==> config.mk <==
export PLATFORM = sky130hd
export DESIGN_NAME = uart_baud_gen_flat
export DESIGN_NICKNAME = d
export VERILOG_FILES = /design/src/rtl/uart_baud_gen_if.sv /design/src/rtl/uart_baud_gen.sv /design/src/flat_wrapper.sv
export SDC_FILE = /design/constraint.sdc
export NUM_CORES = 1
export LEC_CHECK = 0
export BUFFER_PORTS_ARGS = -buffer_cell sky130_fd_sc_hd__buf_2
export CAP_MARGIN = 20
export CORE_MARGIN = 4
export CORE_UTILIZATION = 45
export DETAILED_ROUTE_END_ITERATION = 6
export PLACE_DENSITY = 0.66
export SLEW_MARGIN = 40
export SYNTH_ARGS = -nofsm -noshare
export SYNTH_HDL_FRONTEND = slang
export SYNTH_SLANG_ARGS = --single-unit
==> constraint.sdc <==
create_clock -name clk -period 8.85 [get_ports clk]
set_input_delay 0.4425 -clock clk [delete_from_list [all_inputs] [get_ports clk]]
set_output_delay 0.4425 -clock clk [all_outputs]
set_load 0.05 [all_outputs]
==> src/rtl/uart_baud_gen_if.sv <==
// Control/status bundle between a UART controller and the baud tick generator.
// The controller drives enable, divisor and sync; the generator returns the strobes.
`timescale 1ns/1ps
interface uart_baud_gen_if #(
  parameter int DIV_W  = 16,
  parameter int FRAC_W = 4
) ();
  logic              en;
  logic [DIV_W-1:0]  div_int;
  logic [FRAC_W-1:0] div_frac;
  logic              cfg_load;
  logic              sync;
  logic              os_tick;
  logic              bit_tick;
  logic              baud_clk;
  logic              cfg_pending;

  modport master (
    output en, div_int, div_frac, cfg_load, sync,
    input  os_tick, bit_tick, baud_clk, cfg_pending
  );

  modport slave (
    input  en, div_int, div_frac, cfg_load, sync,
    output os_tick, bit_tick, baud_clk, cfg_pending
  );
endinterface

==> src/rtl/uart_baud_gen.sv <==
// Runtime-programmable UART baud tick generator: integer + fractional divider
// producing oversample strobes, per-bit strobes and a baud-rate square wave.
`timescale 1ns/1ps
module uart_baud_gen #(
  parameter int DIV_W      = 16,
  parameter int FRAC_W     = 4,
  parameter int OVERSAMPLE = 16,
  parameter int RST_DIV    = 54,
  parameter int RST_FRAC   = 4
) (
  input logic             clk,
  input logic             rst_n,
  uart_baud_gen_if.slave  bus
);
  localparam int CNT_W = DIV_W + 1;
  localparam int PH_W  = (OVERSAMPLE > 2) ? $clog2(OVERSAMPLE) : 1;
  localparam logic [PH_W-1:0] PH_LAST = PH_W'(OVERSAMPLE - 1);
  localparam logic [PH_W-1:0] PH_HALF = PH_W'(OVERSAMPLE / 2);

  function automatic logic [DIV_W-1:0] clamp_div(input logic [DIV_W-1:0] d);
    return (d < DIV_W'(2)) ? DIV_W'(2) : d;
  endfunction

  logic [CNT_W-1:0]  os_cnt_q,   os_cnt_d;
  logic [FRAC_W-1:0] frac_acc_q, frac_acc_d;
  logic [PH_W-1:0]   os_phase_q, os_phase_d;
  logic [DIV_W-1:0]  div_act_q,  div_act_d;
  logic [FRAC_W-1:0] frac_act_q, frac_act_d;
  logic [DIV_W-1:0]  div_shd_q,  div_shd_d;
  logic [FRAC_W-1:0] frac_shd_q, frac_shd_d;
  logic              pending_q,  pending_d;
  logic              os_tick_q,  os_tick_d;
  logic              bit_tick_q, bit_tick_d;
  logic              baud_q,     baud_d;

  logic [FRAC_W:0]   frac_sum;
  logic [CNT_W-1:0]  period_len;
  logic [CNT_W-1:0]  cnt_inc;
  logic              tick_now;
  logic [PH_W-1:0]   phase_inc;

  // The carry is fixed for the whole period since neither frac_acc nor the
  // active fraction changes except on the tick that ends the period.
  assign frac_sum   = {1'b0, frac_acc_q} + {1'b0, frac_act_q};
  assign period_len = {1'b0, div_act_q} + {{DIV_W{1'b0}}, frac_sum[FRAC_W]};
  assign cnt_inc    = os_cnt_q + CNT_W'(1);
  // >= guards against a divisor shrinking below the current count while idle.
  assign tick_now   = bus.en && (cnt_inc >= period_len);
  assign phase_inc  = (os_phase_q == PH_LAST) ? '0 : os_phase_q + PH_W'(1);

  always_comb begin
    os_cnt_d   = os_cnt_q;
    frac_acc_d = frac_acc_q;
    os_phase_d = os_phase_q;
    div_act_d  = div_act_q;
    frac_act_d = frac_act_q;
    div_shd_d  = div_shd_q;
    frac_shd_d = frac_shd_q;
    pending_d  = pending_q;
    os_tick_d  = 1'b0;
    bit_tick_d = 1'b0;
    baud_d     = baud_q;

    if (bus.cfg_load) begin
      div_shd_d  = bus.div_int;
      frac_shd_d = bus.div_frac;
      pending_d  = 1'b1;
    end

    if (bus.sync) begin
      os_cnt_d   = '0;
      frac_acc_d = '0;
      os_phase_d = PH_HALF;
      baud_d     = 1'b1;
      if (bus.cfg_load) begin
        div_act_d  = clamp_div(bus.div_int);
        frac_act_d = bus.div_frac;
        pending_d  = 1'b0;
      end else if (pending_q) begin
        div_act_d  = clamp_div(div_shd_q);
        frac_act_d = frac_shd_q;
        pending_d  = 1'b0;
      end
    end else if (bus.en) begin
      if (tick_now) begin
        os_cnt_d   = '0;
        frac_acc_d = frac_sum[FRAC_W-1:0];
        os_phase_d = phase_inc;
        os_tick_d  = 1'b1;
        bit_tick_d = (os_phase_q == PH_LAST);
        baud_d     = (phase_inc >= PH_HALF);
        // A load landing on the tick edge stays pending for the next tick.
        if (pending_q && !bus.cfg_load) begin
          div_act_d  = clamp_div(div_shd_q);
          frac_act_d = frac_shd_q;
          pending_d  = 1'b0;
        end
      end else begin
        os_cnt_d = cnt_inc;
      end
    end else if (pending_q && !bus.cfg_load) begin
      div_act_d  = clamp_div(div_shd_q);
      frac_act_d = frac_shd_q;
      pending_d  = 1'b0;
    end
  end

  always_ff @(posedge clk or negedge rst_n) begin
    if (!rst_n) begin
      os_cnt_q   <= '0;
      frac_acc_q <= '0;
      os_phase_q <= '0;
      div_act_q  <= clamp_div(DIV_W'(RST_DIV));
      frac_act_q <= FRAC_W'(RST_FRAC);
      div_shd_q  <= '0;
      frac_shd_q <= '0;
      pending_q  <= 1'b0;
      os_tick_q  <= 1'b0;
      bit_tick_q <= 1'b0;
      baud_q     <= 1'b0;
    end else begin
      os_cnt_q   <= os_cnt_d;
      frac_acc_q <= frac_acc_d;
      os_phase_q <= os_phase_d;
      div_act_q  <= div_act_d;
      frac_act_q <= frac_act_d;
      div_shd_q  <= div_shd_d;
      frac_shd_q <= frac_shd_d;
      pending_q  <= pending_d;
      os_tick_q  <= os_tick_d;
      bit_tick_q <= bit_tick_d;
      baud_q     <= baud_d;
    end
  end

  assign bus.os_tick     = os_tick_q;
  assign bus.bit_tick    = bit_tick_q;
  assign bus.baud_clk    = baud_q;
  assign bus.cfg_pending = pending_q;
endmodule

==> src/flat_wrapper.sv <==
// flat-port wrapper written by rule: the top's interface ports become plain ports
module uart_baud_gen_flat 
#(
  parameter int DIV_W      = 16,
  parameter int FRAC_W     = 4,
  parameter int OVERSAMPLE = 16,
  parameter int RST_DIV    = 54,
  parameter int RST_FRAC   = 4
)
  (clk, rst_n, bus_en, bus_div_int, bus_div_frac, bus_cfg_load, bus_sync, bus_os_tick, bus_bit_tick, bus_baud_clk, bus_cfg_pending);
  uart_baud_gen_if #(.DIV_W(DIV_W), .FRAC_W(FRAC_W)) bus_i ();
  input logic clk;
  input logic rst_n;
  input wire logic [$bits(bus_i.en)-1:0] bus_en;
  input wire logic [$bits(bus_i.div_int)-1:0] bus_div_int;
  input wire logic [$bits(bus_i.div_frac)-1:0] bus_div_frac;
  input wire logic [$bits(bus_i.cfg_load)-1:0] bus_cfg_load;
  input wire logic [$bits(bus_i.sync)-1:0] bus_sync;
  output wire logic [$bits(bus_i.os_tick)-1:0] bus_os_tick;
  output wire logic [$bits(bus_i.bit_tick)-1:0] bus_bit_tick;
  output wire logic [$bits(bus_i.baud_clk)-1:0] bus_baud_clk;
  output wire logic [$bits(bus_i.cfg_pending)-1:0] bus_cfg_pending;
  assign bus_i.en = bus_en;
  assign bus_i.div_int = bus_div_int;
  assign bus_i.div_frac = bus_div_frac;
  assign bus_i.cfg_load = bus_cfg_load;
  assign bus_i.sync = bus_sync;
  assign bus_os_tick = bus_i.os_tick;
  assign bus_bit_tick = bus_i.bit_tick;
  assign bus_baud_clk = bus_i.baud_clk;
  assign bus_cfg_pending = bus_i.cfg_pending;
  uart_baud_gen #(.DIV_W(DIV_W), .FRAC_W(FRAC_W), .OVERSAMPLE(OVERSAMPLE), .RST_DIV(RST_DIV), .RST_FRAC(RST_FRAC)) u_core (.clk(clk), .rst_n(rst_n), .bus(bus_i));
endmodule
==> metrics <==
TritonCTS Buffers=9; final setup fails=0; first-pass GRT wire length=14,700 um; Initial Utilization=45.9%; Pint=0.594 mW; Req. time, crit path=9.08 ns; max cap viols=0; CTS tree=done; Post-synth ARST share=100%; sw frac=28.2%; H-tree levels=3; Post-Synthesis Mean Instance Area=11.3 um2; P_leak=2.07 nW; top cell type's share of synthesized area=37.9%; EDFF count, synth=0; Setup CP Type=reg2reg; Post-DRT Antenna Nets=0; xor/xnor cell area share of the yosys netlist=6.22%; Worst Tran Pin Value=0.654 ns; Clock Skew=0.0159 ns; CP endpoint kind=flip-flop; final non-filler cell area=4680 um2; Gate power share=18.4%; Pwr Density=177 nW/um2; via count of the routed design=2,936; PortBufs=28; Synthesized Nets=425; Net Switching=0.233 mW; Fmax achieved=229 MHz; die area=11,000 um2; GP Congestion=0.783; drt wl/cell=16.6 um; vias in the first global route=2,982; Final #Nets=451; crit share post-route=49.4%; Final Critical Period=4.37 ns; mux contribution to synthesized area=18.5%; post-synth cell types=49; Compound-Gate Fraction of Synth Area=12.6%; Initial DRC Count=141; Routed WL=8540 um; register clock-pin slew on the reported worst setup and hold paths=0.09 ns; Synth Register Bits=69; maximum VDD drop=0.112 mV; Crit path arrival time=4.60 ns; CTS Hold Bufs=0; number of I/O pins=29; global-route usage over all layers=16.6%; clk_lat worst skew=0.36 ns; prevailing post-synth register cell=dfrtp_1; post-CTS setup repair buffer count=0; Hold Crit Class=in2async; clk buf depth=2; layout cell share with drive strength beyond 1=28.6%; Post-synth top cells=dfrtp_1, mux2_2, ha_1, nand3_1, nand2_1; Synth Cell Area=4220 um2; pin count of the biggest net entering global routing=70; count leader, synth=dfrtp_1; Synth Warn #=0; status=completed; placed inst area=4460 um2; Via density=5.69; # rows=35; Synth Area in Adders=7.88%; clock sink total=69; Flop pwr share=46.9%; Final Max Slew Viols=0; Post-Synth Simple-Gate Area=10.9%; clock share of power=34.7%; largest family of logic cells by synthesized area=multiplexers; DP HPWL=6200 um; Core ar.=9200 um2; CP Launch Type=flip-flop; post-synth top area cell=dfrtp_1; Root Driver=clkbuf_8; Final Util=50.8%; total grt overflow=0; peak fanout along the critical path=20; final hold violations=0; n_diodes=0; initial antenna violation count=0; sequential-to-total area share from yosys stat=41.0%; area delta synth->final=10.7%; DRC viols=0; top cells by area, synth=dfrtp_1, mux2_2, ha_1; Synth Instances=374; worst rel slew slack=56.4%; RSZ-0062 raised after global routing=no; Die Y=105 um; DRT Pass-1 Iters=4; post-CTS sizing=0; die width=105 um; Fin Setup TNS=0 ns
power groups by stage:
stage	combinational [mW]	clock (mW)	sequential, mW
4_1_cts	0.154	0.291	0.388
5_1_grt	0.171	0.309	0.394
2_1_floorplan	0.119	0	0.384
6_report	0.152	0.287	0.388
3_5_place_dp	0.153	0	0.394
3_3_place_gp	0.148	0	0.392
layer usage:
metal	up-vias	track usage, %	routed length (um)
met5	-	0	0
met4	0	4.31	87
met3	8	3.71	344
met2	50	25.2	3870
met1	1422	24.1	4240
li1	1456	-	-
area by class of cell:
type,instances,area (um2)
Fill cell,822,4520
Multi-Input combinational cell,277,2370
Sequential cell,69,1730
Timing Repair Buffer,32,174
Tap cell,111,139
Clock buffer,10,128
Clock inverter,6,86.3
Inverter,11,41.3
cells in the final DEF (no fill, tap or decap), drive strengths merged, types with 5 or more instances in the layout:
master and instances:
dfrtp 64, mux2 57, buf 32, ha 25
nand3 20, nand2 19, nor2 16, xor2 15
xnor2 15, inv 12, o211ai 12, a21oi 11
a32o 11, clkbuf 10, nor4 9, o21ai 8
nand4 7, mux2i 7, a21o 5, and3 5
nor3 5, dfstp 5
per-stage QoR:
stage	hold WS [ns]	worst slack (ns)	total power, mW	cells
6_report	0.154	4.48	0.827	516
5_1_grt	0.226	4.19	0.874	516
4_1_cts	0.209	4.46	0.833	516
3_5_place_dp	0.490	4.48	0.547	500
3_3_place_gp	0.479	4.54	0.540	500
2_1_floorplan	0.147	4.80	0.503	374
logic make-up (layout without fill, tap and decap cells):
group | after synthesis | count (layout)
and+or+nand+nor | 89 | 89
muxes | 64 | 64
DFF | 69 | 69
buffers and inverters | 28 | 59
AOI/OAI and AO/OA | 68 | 68
xor gates and xnor gates | 30 | 30
adders and majority gates | 26 | 26
critical path, stage by stage (launching register included):
cell and delay [ns]:
dfrtp_1 0.40, ha_1 0.23, fa_1 0.41, a21o_1 0.19, a21o_1 0.17, ha_1 0.22, ha_1 0.23, and3_1 0.24
nand2_1 0.08, nor2_1 0.06, xnor2_1 0.12, ha_1 0.30, nand2_1 0.10, nor4_4 0.38, o211ai_4 0.20, a32oi_2 0.23
buf_4 0.37, mux2_4 0.33
worst paths after layout:
| check | from | end | slack (ns) | cells past startpoint |
|---|---|---|---|---|
| setup / recovery | u_core.frac_act_q[0]$_DFFE_PN0P_ | u_core.div_act_q[3]$_DFFE_PN0P_ | 4.48 | 17 |
| hold / removal | rst_n | u_core.os_phase_q[2]$_DFFE_PN0P_ | 0.15 | 2 |
| setup reg to reg | u_core.frac_act_q[0]$_DFFE_PN0P_ | u_core.div_act_q[3]$_DFFE_PN0P_ | 4.48 | 17 |
| hold reg to reg | u_core.div_act_q[1]$_DFFE_PN1P_ | u_core.div_act_q[1]$_DFFE_PN1P_ | 0.49 | 2 |
| max in group asynchronous | rst_n | u_core.div_act_q[0]$_DFFE_PN0P_ | 8.20 | 2 |
| min in group clk | bus_div_frac[2] | u_core.frac_shd_q[2]$_DFFE_PN0P_ | 0.34 | 2 |
state kept, by name, summed over array words and instances (netlist names):
register,cells
u_core.bus.baud_clk,1
u_core.frac_shd_q,4
u_core.bus.os_tick,1
u_core.os_cnt_q,17
u_core.bus.bit_tick,1
u_core.div_shd_q,16
u_core.os_phase_q,4
u_core.frac_acc_q,4
u_core.div_act_q,16
u_core.bus.cfg_pending,1
u_core.frac_act_q,4
(Power assumes the default switching activity.)
